<file path="src/rtl/arith_pkg.sv">
// Shared arithmetic definitions: multiplier FSM state encoding and default operand width.
package arith_pkg;

    typedef enum logic [1:0] {
        IDLE = 2'd0,
        RUN  = 2'd1,
        DONE = 2'd2
    } mult_state_t;

    localparam int ARITH_N = 8;

endpackage

</file>
<file path="src/rtl/seq_ripple_adder.sv">
// N-bit ripple-carry adder from full-adder cells; true carry-out.
module seq_ripple_adder #(
    parameter int N = 8
) (
    input  logic [N-1:0] a_i,
    input  logic [N-1:0] b_i,
    input  logic         cin_i,
    output logic [N-1:0] sum_o,
    output logic         cout_o
);

    logic [N:0] c;

    assign c[0] = cin_i;

    for (genvar i = 0; i < N; i++) begin : g_fa
        assign sum_o[i] = a_i[i] ^ b_i[i] ^ c[i];
        assign c[i+1]   = (a_i[i] & b_i[i]) | (c[i] & (a_i[i] ^ b_i[i]));
    end

    assign cout_o = c[N];

endmodule

</file>
<file path="src/rtl/shift_add_mult_ctrl.sv">
// Iterative unsigned shift-add multiplier, one add+shift per cycle over a shared ripple adder.
// Optional MULT_EARLY_TERM_EN: finish as soon as the remaining multiplier bits are all zero.
module shift_add_mult_ctrl
    import arith_pkg::*;
#(
    parameter  int N     = ARITH_N,
    localparam int CNT_W = $clog2(N + 1)
) (
    input  logic           clk,
    input  logic           rst_n,
    input  logic           in_valid,
    output logic           in_ready,
    input  logic [N-1:0]   op_a,
    input  logic [N-1:0]   op_b,
    output logic           out_valid,
    input  logic           out_ready,
    output logic [2*N-1:0] product,
    output logic           busy
);

    mult_state_t      state_q, state_d;
    logic [N-1:0]     mcand_q, mcand_d;
    logic [N-1:0]     acc_hi_q, acc_hi_d;
    logic [N-1:0]     acc_lo_q, acc_lo_d;
    logic [CNT_W-1:0] cnt_q, cnt_d;
    logic [2*N-1:0]   product_q, product_d;

    logic [N-1:0]     add_b, add_sum;
    logic             add_cout;
    logic [2*N:0]     full_acc;

    assign add_b = acc_lo_q[0] ? mcand_q : '0;

    seq_ripple_adder #(.N(N)) u_adder (
        .a_i    (acc_hi_q),
        .b_i    (add_b),
        .cin_i  (1'b0),
        .sum_o  (add_sum),
        .cout_o (add_cout)
    );

    // Carry sits above the sum so it lands in bit N-1 of acc_hi after the shift.
    assign full_acc = {add_cout, add_sum, acc_lo_q};

`ifdef MULT_EARLY_TERM_EN
    logic [N:0]   ones_mask;
    logic [N-1:0] rem_mask;
    logic [2*N:0] full_sh;

    // Multiplier bits still to come after this cycle live in acc_lo[cnt-1:1].
    assign ones_mask = ({{N{1'b0}}, 1'b1} << cnt_q) - {{N{1'b0}}, 1'b1};
    assign rem_mask  = ones_mask[N-1:0] & ~{{(N-1){1'b0}}, 1'b1};
    assign full_sh   = full_acc >> cnt_q;
`endif

    always_comb begin
        state_d   = state_q;
        mcand_d   = mcand_q;
        acc_hi_d  = acc_hi_q;
        acc_lo_d  = acc_lo_q;
        cnt_d     = cnt_q;
        product_d = product_q;
        in_ready  = 1'b0;
        out_valid = 1'b0;
        unique case (state_q)
            IDLE: begin
                in_ready = 1'b1;
                if (in_valid) begin
                    mcand_d  = op_a;
                    acc_hi_d = '0;
                    acc_lo_d = op_b;
                    cnt_d    = CNT_W'(N);
                    state_d  = RUN;
                end
            end
            RUN: begin
                {acc_hi_d, acc_lo_d} = full_acc[2*N:1];
                cnt_d = cnt_q - CNT_W'(1);
`ifdef MULT_EARLY_TERM_EN
                if ((acc_lo_q & rem_mask) == '0) begin
                    {acc_hi_d, acc_lo_d} = full_sh[2*N-1:0];
                    cnt_d     = '0;
                    product_d = full_sh[2*N-1:0];
                    state_d   = DONE;
                end
`else
                if (cnt_q == CNT_W'(1)) begin
                    product_d = full_acc[2*N:1];
                    state_d   = DONE;
                end
`endif
            end
            DONE: begin
                out_valid = 1'b1;
                if (out_ready) state_d = IDLE;
            end
            default: state_d = IDLE;
        endcase
    end

    always_ff @(posedge clk or negedge rst_n) begin
        if (!rst_n) begin
            state_q   <= IDLE;
            mcand_q   <= '0;
            acc_hi_q  <= '0;
            acc_lo_q  <= '0;
            cnt_q     <= '0;
            product_q <= '0;
        end else begin
            state_q   <= state_d;
            mcand_q   <= mcand_d;
            acc_hi_q  <= acc_hi_d;
            acc_lo_q  <= acc_lo_d;
            cnt_q     <= cnt_d;
            product_q <= product_d;
        end
    end

    assign product = product_q;
    assign busy    = (state_q != IDLE);

endmodule

</file>
<file path="config.mk">
export PLATFORM = sky130hd
export DESIGN_NAME = shift_add_mult_ctrl
export DESIGN_NICKNAME = d
export VERILOG_FILES = /design/src/rtl/arith_pkg.sv /design/src/rtl/seq_ripple_adder.sv /design/src/rtl/shift_add_mult_ctrl.sv
export SDC_FILE = /design/constraint.sdc
export NUM_CORES = 1
export LEC_CHECK = 0
export ABC_AREA = 1
export CAP_MARGIN = 15
export CORE_AREA = 3 3 69 71
export CTS_CLUSTER_SIZE = 8
export DETAILED_ROUTE_END_ITERATION = 6
export DIE_AREA = 0 0 72 74
export PLACE_DENSITY = 0.76
export SLEW_MARGIN = 25
export SYNTH_ARGS = -nofsm -noshare
export SYNTH_HDL_FRONTEND = slang
export SYNTH_SLANG_ARGS = --single-unit
</file>
<file path="constraint.sdc">
create_clock -name clk -period 4.05 [get_ports clk]
set_clock_uncertainty 0.15 [all_clocks]
set_input_delay 1.215 -clock clk [delete_from_list [all_inputs] [get_ports clk]]
set_output_delay 1.215 -clock clk [all_outputs]
set_load 0.01 [all_outputs]
</file>
==> impl_metrics.yaml <==
global_route:
  antenna_found_initial: 0
  grt_pass1_vias: 1493
  grt_start_max_net_pins: 47
  grt-ovfl-total: 0
  grt_pass1_wl_um: 7020
  grtUsageTotal_pct: 17.4
min_path:
  min_path_cells: 2
  min_to: "mcand_q[4]"
  hold_path_class: "flip-flop to flip-flop"
  hp-start: "mcand_q[4]"
clock_network:
  insertion_delay_ps: 300
  cts_root_buf: "clkbuf_8"
  clkSinkCount: 46
  cts_resized: 0
  cts_tree: "yes"
  clk_pin_slew_ps: 80
  numCtsBuffers: 5
  h-tree-depth: 2
  ctsLongestPathBuffers: 2
  hold_buffers: 0
  post_cts_buffers: 0
routing:
  wire_per_inst_um: 13.2
  drtAntennaViolNets: 0
  drtIter0Drc: 116
  dr_wl_met3_um: 235
  top_layer: "met4"
  first_pass_iters: 4
  wl_met1_um: 2070
  wl_met2_um: 1900
  vias: 1626
  routed_wl_um: 4270
  vias_per_cell: 5.02
  drc_errors: 0
placed_design:
  hpwl_um: 3100
  place_ws_ps: 549
  gp_congestion: 0.792
  dp.cells: 316
  place_area_mm2: 0.00251
  numPortBuffers: 38
sta:
  max_slew_margin_pct: 62.9
  tightest_slew_ps: 557
  max_freq_mhz: 285
  final.setup.worst_slack_ps: 541
  rsz0062_at_grt: "no"
  hold_violations: 0
  period_minus_slack_ps: 3510
  period_share_pct: 86.6
  finalSetupViolations: 0
  fin_setup_tns_ps: 0
  drv_slew: 0
yosys:
  synthTopCellsByArea: "dfrtp_1 55%, nand2_1 16%, fa_1 6.6%"
  synth_top_flop_cell: "dfrtp_1"
  ys_async_sr_fraction_pct: 100
  yosysTopAreaCellShare_pct: 54.5
  synth.distinct_cells: 22
  synth.ff_latch_count: 46
  synth_edf_count: 0
  ys_warn_count: 0
  yosysMostFrequentCell: "nand2_1"
  postSynthCellCount: 233
  syn_avg_cell_area_um2: 9.06
  syn_nets: 263
  synth_common_cells: "88 x nand2_1, 46 x dfrtp_1, 27 x nand3_1, 21 x inv_1"
  synth_area_leader_cell: "dfrtp_1"
  ys_seq_area_share_pct: 54.5
  mappedNetlistArea_mm2: 0.00211
finish:
  stdcell_area_mm2: 0.00261
  area_growth_pct: 23.6
  drive_above_1_share_pct: 6.99
  final_cells: 324
  fill_cells: 381
  antenna-diode-count: 0
  final_net_count: 301
worst_setup_path:
  required_ps: 4110
  crit_slowest_cell: "dfrtp_1"
  crit_path_cell_trace: "nand2_1, inv_1, ha_1, inv_1, fa_1, inv_1, fa_1, fa_1, inv_1, fa_1, fa_1, inv_1, fa_1, inv_1, fa_1, o21ai_0"
  regToRegSetupSlack_ps: 540
  r2r_cells: 16
  worstSetupStartpointType: "flip-flop"
  cp-end-kind: "flip-flop"
  r2r_start: "acc_lo_q[0]"
  rr_endpoint: "acc_hi_q[6]"
  max_stage_delay_ps: 470
  worstPathArrival_ps: 3570
  crit_top_cell: "fa_1"
  path_class: "flip-flop to flip-flop"
  crit_fanout: 9
floorplan:
  row_count: 24
  die_area_mm2: 0.00533
  boundaryPins: 39
  die_h_um: 74
  start_util_pct: 49.2
  core_area_mm2: 0.00429
  chipWidth_um: 72
flow_run:
  drv_cap: 0
outcome:
  status: "completed"
power_and_ir_drop:
  ir_drop_mv: 0.288
  powerDensity_mw_per_mm2: 694
  finalPower_mw: 1.81
  p_leak_nw: 1.29
registers in the layout (all words and copies together) (netlist names):
signal	flops
acc_hi_q	8
product	16
mcand_q	8
acc_lo_q	8
state_q	2
cnt_q	4
worst max-delay path: cells and delay by family, from the launching register on:
family	cells	cell delay, ps
flip-flops	1	470
AO/OA/AOI/OAI	1	190
adder cells (fa/ha/maj)	8	2160
AND/OR/NAND/NOR	1	90
buffers and inverters	6	360
final cells by class:
class | instances | area (um^2) | share of cell area [%]
Clock inverter | 2 | 12.5 | 0.479
Timing Repair Buffer | 41 | 400 | 15.3
Tap cell | 52 | 65.1 | 2.49
Sequential cell | 46 | 1150 | 44.1
Inverter | 23 | 86.3 | 3.31
Multi-Input combinational cell | 154 | 812 | 31.1
Clock buffer | 6 | 82.6 | 3.16
worst max-delay path by stage:
stage,start,to,slack (ps),depth (start not counted)
after floorplan,acc_lo_q[0],acc_hi_q[6],650,17
after global placement,acc_lo_q[0],acc_hi_q[6],670,16
after detailed placement,acc_lo_q[0],acc_hi_q[6],550,16
after CTS,acc_lo_q[0],acc_hi_q[6],550,16
after global routing,acc_lo_q[0],acc_hi_q[6],320,16
final,acc_lo_q[0],acc_hi_q[6],540,16
metal layers:
metal	vias up	track usage, %
li1	800	-
met1	770	25.0
met2	52	25.3
met3	4	5.14
met4	0	6.47
met5	-	0
cells in the final DEF (no fill, tap or decap), types with 2 or more instances in the layout:
master,instances
nor2_1,7
o21ai_0,6
fa_1,7
buf_4,4
clkdlybuf4s50_1,37
inv_1,21
nand2_1,88
nand3_1,27
o21ai_1,6
ha_1,3
o22ai_1,3
inv_2,2
clkbuf_8,6
dfrtp_1,46
power by group:
group | switching, mW | internal [mW] | total [mW]
logic | 0.409 | 0.333 | 0.742
registers | 0.126 | 0.655 | 0.780
clock network | 0.151 | 0.137 | 0.288
total | 0.685 | 1.12 | 1.81
per-stage QoR:
step           utilization (%)  hold WS (ps)
6_report                  60.8           331
5_1_grt                   60.8           355
4_1_cts                   60.7           333
3_5_place_dp              58.5           314
3_3_place_gp              58.5           311
2_1_floorplan                -           292
cell families after synthesis:
group	share of synthesized area, %
AND/OR/NAND/NOR	25.2
buffers and inverters	7.05
flip-flops	54.5
AO/OA/AOI/OAI	4.80
adder cells (fa/ha/maj)	8.41
(Power assumes the default switching activity.)
